===== src/rtl/maxnet_pkg.sv =====
// maxnet_pkg
//   Shared constants for the MAXNET winner-take-all datapath.
//   N         : number of competing neurons (lanes)
//   W         : activation width in bits
//   EPS_SHIFT : inhibition weight is 2^-EPS_SHIFT
//   ITER_MAX  : iteration limit, reported as a timeout
//   ITER_W    : width of the iteration counter
package maxnet_pkg;

  localparam int N         = 4;
  localparam int W         = 8;
  localparam int EPS_SHIFT = 3;
  localparam int ITER_MAX  = 255;
  localparam int ITER_W    = 8;

endpackage


===== src/rtl/maxnet_neuron.sv =====
// maxnet_neuron
//   One activation lane: a <= max(0, a - ((S - a) >> EPS_SHIFT)).
//   Ports:
//     clk, rst  : clock, synchronous active-high reset
//     load      : write the lane register this cycle
//     load_init : 1 = take the external value x, 0 = take the lateral update
//     x         : external initial activation
//     sum       : S = sum of all lane activations (W+2 bits, never overflows)
//     a         : registered activation
module maxnet_neuron
  import maxnet_pkg::*;
#(
  parameter int W         = maxnet_pkg::W,
  parameter int EPS_SHIFT = maxnet_pkg::EPS_SHIFT
) (
  input  logic           clk,
  input  logic           rst,
  input  logic           load,
  input  logic           load_init,
  input  logic [W-1:0]   x,
  input  logic [W+1:0]   sum,
  output logic [W-1:0]   a
);

  localparam int SUM_W  = W + 2;
  localparam int DIFF_W = W + 3;

  logic [W-1:0]             a_reg;
  logic [W-1:0]             a_next;
  logic [SUM_W-1:0]         inhib;
  logic signed [DIFF_W-1:0] upd;

  // S includes this lane, so S - a is the total of the other lanes and is
  // never negative; only the final subtraction needs a sign bit.
  always_comb begin
    inhib  = (sum - {2'b00, a_reg}) >> EPS_SHIFT;
    upd    = $signed({3'b000, a_reg}) - $signed({1'b0, inhib});
    // A non-negative result is at most a_reg, so it always fits in W bits.
    a_next = upd[DIFF_W-1] ? '0 : upd[W-1:0];
  end

  always_ff @(posedge clk) begin
    if (rst) begin
      a_reg <= '0;
    end else if (load) begin
      a_reg <= load_init ? x : a_next;
    end
  end

  assign a = a_reg;

endmodule


===== src/rtl/maxnet_datapath.sv =====
// maxnet_datapath
//   Four-lane MAXNET datapath: lanes inhibit each other until one survives.
//   Inputs : clk, rst (sync, active high), load_a (write lanes), load_sel
//            (1 = load x0..x3, 0 = lateral update), done (capture result),
//            x0..x3 (initial activations).
//   Outputs: is_finished (<=1 lane nonzero, or timeout), winner / max_val /
//            winner_valid (argmax, ties to lowest index), iter_cnt (updates
//            since last load, saturating), timeout (iter_cnt at limit),
//            res_winner / res_val / res_valid (result captured on done).
module maxnet_datapath
  import maxnet_pkg::*;
#(
  parameter int N         = maxnet_pkg::N,
  parameter int W         = maxnet_pkg::W,
  parameter int EPS_SHIFT = maxnet_pkg::EPS_SHIFT,
  parameter int ITER_MAX  = maxnet_pkg::ITER_MAX
) (
  input  logic         clk,
  input  logic         rst,
  input  logic         load_a,
  input  logic         load_sel,
  input  logic         done,
  input  logic [W-1:0] x0,
  input  logic [W-1:0] x1,
  input  logic [W-1:0] x2,
  input  logic [W-1:0] x3,
  output logic         is_finished,
  output logic [1:0]   winner,
  output logic         winner_valid,
  output logic [W-1:0] max_val,
  output logic [7:0]   iter_cnt,
  output logic         timeout,
  output logic [1:0]   res_winner,
  output logic [W-1:0] res_val,
  output logic         res_valid
);

  localparam int SUM_W = W + 2;
  localparam int NZ_W  = $clog2(N + 1);
  localparam logic [ITER_W-1:0] ITER_LIM = ITER_W'(ITER_MAX);

  logic [W-1:0]      x_arr [N];
  logic [W-1:0]      a_arr [N];
  logic [SUM_W-1:0]  sum;
  logic [NZ_W-1:0]   nz_cnt;
  logic [1:0]        win_idx;
  logic [W-1:0]      best;
  logic              load_init;

  logic [ITER_W-1:0] iter_cnt_reg;
  logic [1:0]        res_winner_reg;
  logic [W-1:0]      res_val_reg;
  logic              res_valid_reg;

  assign x_arr[0] = x0;
  assign x_arr[1] = x1;
  assign x_arr[2] = x2;
  assign x_arr[3] = x3;

  assign load_init = load_a && load_sel;

  generate
    for (genvar gi = 0; gi < N; gi++) begin : g_lane
      maxnet_neuron #(
        .W         (W),
        .EPS_SHIFT (EPS_SHIFT)
      ) u_neuron (
        .clk       (clk),
        .rst       (rst),
        .load      (load_a),
        .load_init (load_sel),
        .x         (x_arr[gi]),
        .sum       (sum),
        .a         (a_arr[gi])
      );
    end
  endgenerate

  // Sum, nonzero count and argmax all come straight off the lane registers,
  // so is_finished is valid in the cycle right after a write-back.
  always_comb begin
    sum     = '0;
    nz_cnt  = '0;
    win_idx = '0;
    best    = a_arr[0];
    for (int i = 0; i < N; i++) begin
      sum = sum + {2'b00, a_arr[i]};
      if (a_arr[i] != '0) nz_cnt = nz_cnt + 1'b1;
    end
    // Strict compare keeps the lowest index on ties.
    for (int i = 1; i < N; i++) begin
      if (a_arr[i] > best) begin
        best    = a_arr[i];
        win_idx = 2'(i);
      end
    end
  end

  // Outputs are forced to their idle values while reset is held, before the
  // registers have had an edge to clear.
  assign timeout      = !rst && (iter_cnt_reg == ITER_LIM);
  assign is_finished  = rst || (nz_cnt <= NZ_W'(1)) || (iter_cnt_reg == ITER_LIM);
  assign winner       = rst ? 2'd0 : win_idx;
  assign max_val      = rst ? '0 : best;
  assign winner_valid = !rst && (best != '0);
  assign iter_cnt     = iter_cnt_reg;
  assign res_winner   = res_winner_reg;
  assign res_val      = res_val_reg;
  assign res_valid    = res_valid_reg;

  always_ff @(posedge clk) begin
    if (rst) begin
      iter_cnt_reg   <= '0;
      res_winner_reg <= '0;
      res_val_reg    <= '0;
      res_valid_reg  <= 1'b0;
    end else begin
      if (load_init) begin
        iter_cnt_reg <= '0;
      end else if (load_a && (iter_cnt_reg != ITER_LIM)) begin
        iter_cnt_reg <= iter_cnt_reg + 1'b1;
      end

      // A fresh load invalidates any old result and wins over done.
      if (load_init) begin
        res_valid_reg <= 1'b0;
      end else if (done) begin
        res_winner_reg <= win_idx;
        res_val_reg    <= best;
        res_valid_reg  <= 1'b1;
      end
    end
  end

endmodule


===== config.mk =====
export PLATFORM = sky130hd
export DESIGN_NAME = maxnet_datapath
export DESIGN_NICKNAME = d
export VERILOG_FILES = /design/src/rtl/maxnet_pkg.sv /design/src/rtl/maxnet_neuron.sv /design/src/rtl/maxnet_datapath.sv
export SDC_FILE = /design/constraint.sdc
export NUM_CORES = 1
export LEC_CHECK = 0
export CAP_MARGIN = 10
export CORE_ASPECT_RATIO = 0.9
export CORE_MARGIN = 2
export CORE_UTILIZATION = 40
export DETAILED_ROUTE_END_ITERATION = 16
export PLACE_DENSITY = 0.66
export SYNTH_ARGS = -nofsm -noshare
export SYNTH_HDL_FRONTEND = slang
export SYNTH_SLANG_ARGS = --single-unit

===== constraint.sdc =====
create_clock -name clk -period 17.95 [get_ports clk]
set_input_delay 3.59 -clock clk [delete_from_list [all_inputs] [get_ports clk]]
set_output_delay 3.59 -clock clk [all_outputs]
set_load 0.03 [all_outputs]

==> results by group <==
Status
  – Status: completed

Setup path
  – Crit path max fanout: 26
  – CP peak stage delay: 670 ps
  – R2r worst-path depth: 22
  – CP max stage cell: o22ai_2
  – Reg-to-Reg End: g_lane[0].u_neuron.a[7]
  – CP startpoint kind: register
  – Arr. time, crit path: 7100 ps
  – Worst setup EP type: primary output
  – R2R setup slack: 11,550 ps
  – Most Frequent Cell on Critical Path: ha_1
  – Crit path kind: reg2out
  – Reg-to-Reg Start: g_lane[2].u_neuron.a[1]
  – Critical Path RT: 14,360 ps
  – CP Cell Sequence: inv_1 > ha_1 > nand2_1 > o21ai_1 > nor2b_1 > o21ai_2 > a21boi_1 > inv_1 > ha_1 > nor2b_1 > o211ai_1 > a21oi_1 > o22ai_2 > o21ai_0 > ha_1 > nand4_1 > nand2b_1 > a21oi_1 > or2_1 > nor3_1 > a221oi_2 > nand2_1 > o41a_1 > clkdlybuf4s50_1

Placement
  – Port-buffer cells: 68
  – Post-DP Area: 6880 µm²
  – Dpl hpwl: 13,200 µm
  – Routability Congestion: 0.971

Final layout
  – ANT cells: 0
  – Commonest non-fill, non-tap cell in the layout: nor2_1
  – Number of flip-flops in the largest register: 32
  – Area growth syn-to-layout: 16.2%
  – Share of post-route cells with drive strength above 1: 3.91%
  – Final #Nets: just under 1,000
  – Design Area, Final: 7030 µm²
  – Commonest non-fill, non-tap cells in the layout: 96 x nor2_1, 94 x ha_1, 81 x inv_1, 67 x clkdlybuf4s50_1, 51 x dfxtp_1

Clock tree
  – CTS root buf: clkbuf_16
  – Hold buffers post-CTS: 0
  – CTS buffer count: 5
  – Post-cts resize count: 0
  – Clk_lat worst skew: 320 ps
  – Clock sinks: 51
  – Setup Fix Bufs, Post-CTS: 0
  – H-tree Lvls: 2
  – Worst-path clk slew: approximately 80 ps
  – CTS tree: done
  – CTS Buffer Depth: 2

Global route
  – GRT overflow: 0
  – Gr usage total: 21.7%
  – Initial antenna violation count: 0
  – Pin count of the biggest net entering global routing: 56
  – Via count of the first global-routing pass: 5,374
  – First-pass GRT wire length: 27,900 µm

Detailed routing
  – WL/cell: 16.9 µm
  – Pre-antenna DRT Iters: 7
  – Routed WL: 17,100 µm
  – Vias/cell: roughly 5.6
  – DRC errors left: 0
  – Via count: 5,685
  – Post-route ant nets: 0
  – Drt initial violations: 510

Timing
  – Fin Setup TNS: 0 ps
  – Setup Skew: 11.1 ps
  – Relative slew margins: 25.8%
  – F_max: 93.6 MHz
  – Setup violators final: 0
  – Final slew viol count: 0
  – Final min period: 10,690 ps
  – Unrepaired setup endpoints after global routing: no
  – Final Hold Viols: 0
  – Final period util: 59.5%
  – Pin slew with the least headroom to its limit: 1100 ps

Yosys
  – Synthesis warning total: 0
  – Synthesized instance count: about 760
  – Post-Syn Area: 6050 µm²
  – Syn_nets: around 920
  – Primary FF master, synth: dfxtp_1
  – Post-synth EDFFs: 0
  – Synth Register Bits: a little over 50
  – Post-synthesis async set-or-reset flop share: 0%
  – Unique masters post-synth: 53
  – Syn Area/Cell: 7.93 µm²
  – Register area share after synthesis: around 17%

Floorplanning
  – Die width: 134 µm
  – Starting Density: 41.0%
  – Ports: just under 70
  – FP Rows: 42
  – Die ar.: 16,100 µm²
  – Die height: 121 µm
  – Core area: roughly 15,000 µm²

Hold path
  – Worst Hold Class: reg2reg
  – Hold Path Depth: 2
  – Hold Crit Endpoint: res_val[0]
  – Hold Startpoint: res_val[0]

Flow run
  – Max cap viols: 0
through the flow:
step / util [%] / setup WS [ps] / hold WS (ps) / cells
after floorplan: - / 9230 / 568 / 763
after global placement: 46.6 / 7920 / 445 / 1009
after detailed placement: 46.6 / 7810 / 456 / 1009
after CTS: 47.6 / 7430 / 467 / 1017
after global routing: 47.6 / 6730 / 490 / 1017
final: 47.6 / 7260 / 465 / 1017
layer usage:
layer	GRT usage [%]	part of all wire (%)	wire length [µm]
met5	0	0	0
met4	6.18	1.8	310
met3	3.31	7.1	1220
met2	33.8	43	7420
met1	31.0	48	8190
logic make-up after synthesis:
group	synth area share [%]
and+or+nand+nor	19.2
DFF	16.9
adders and majority gates	26.4
muxes	0.827
xor gates and xnor gates	5.21
AOI/OAI and AO/OA	24.7
buffers and inverters	6.83
area by class of cell:
type | count | area, µm²
Sequential cell | 51 | 1020
Clock buffer | 5 | 125
Fill cell | 1458 | 7730
Timing Repair Buffer | 70 | 691
Multi-Input combinational cell | 609 | 4620
Inverter | 81 | 304
Clock inverter | 3 | 27.5
Tap cell | 198 | 248
synth_stat cells, types with 3 or more instances:
cell type	count	share of area, %
a221o_1	5	0.83
nand2_1	38	2.4
buf_2	3	0.25
o31ai_1	3	0.37
or3_1	10	1.0
nand3_1	9	0.74
a222oi_1	24	4.0
nand4_1	10	1.0
o21ai_0	46	3.8
nor3b_2	3	0.62
nor2_1	96	6.0
nor3_1	12	0.99
xnor2_1	21	3.0
or2_2	7	0.72
nor2b_1	21	2.2
mux2i_1	5	0.83
and2_1	4	0.41
o211ai_1	3	0.37
a21oi_1	39	3.2
a21boi_0	11	1.4
o21a_1	16	2.0
inv_1	81	5.0
xor2_1	15	2.2
o21ai_1	4	0.33
a21o_1	13	1.6
nor4_1	9	0.93
dfxtp_1	51	17
clkbuf_1	16	0.99
a22oi_1	5	0.62
fa_1	21	6.9
ha_1	94	19
a211oi_1	9	1.1
o31a_1	3	0.43
a31oi_1	12	1.2
nand2b_1	17	1.8
critical path: cells and delay by family, from the launching register on:
kind,cells,cell delay (ps)
flops,1,510
compound gates,10,3000
fa+ha+maj,3,1000
simple gates,8,1440
buf+inv,3,850
how the worst max path moves through the flow:
stage	startpoint	end	slack (ps)
2_1_floorplan	g_lane[0].u_neuron.a[7]	winner_valid	9230
3_3_place_gp	g_lane[0].u_neuron.a[7]	winner_valid	7920
3_5_place_dp	g_lane[0].u_neuron.a[7]	winner_valid	7810
4_1_cts	g_lane[0].u_neuron.a[7]	winner_valid	7430
5_1_grt	g_lane[0].u_neuron.a[7]	winner_valid	6730
6_report	g_lane[0].u_neuron.a[7]	winner_valid	7260
Power is not shown: default switching activity piles up to over one toggle a cycle in this logic, so the estimate is an artifact.
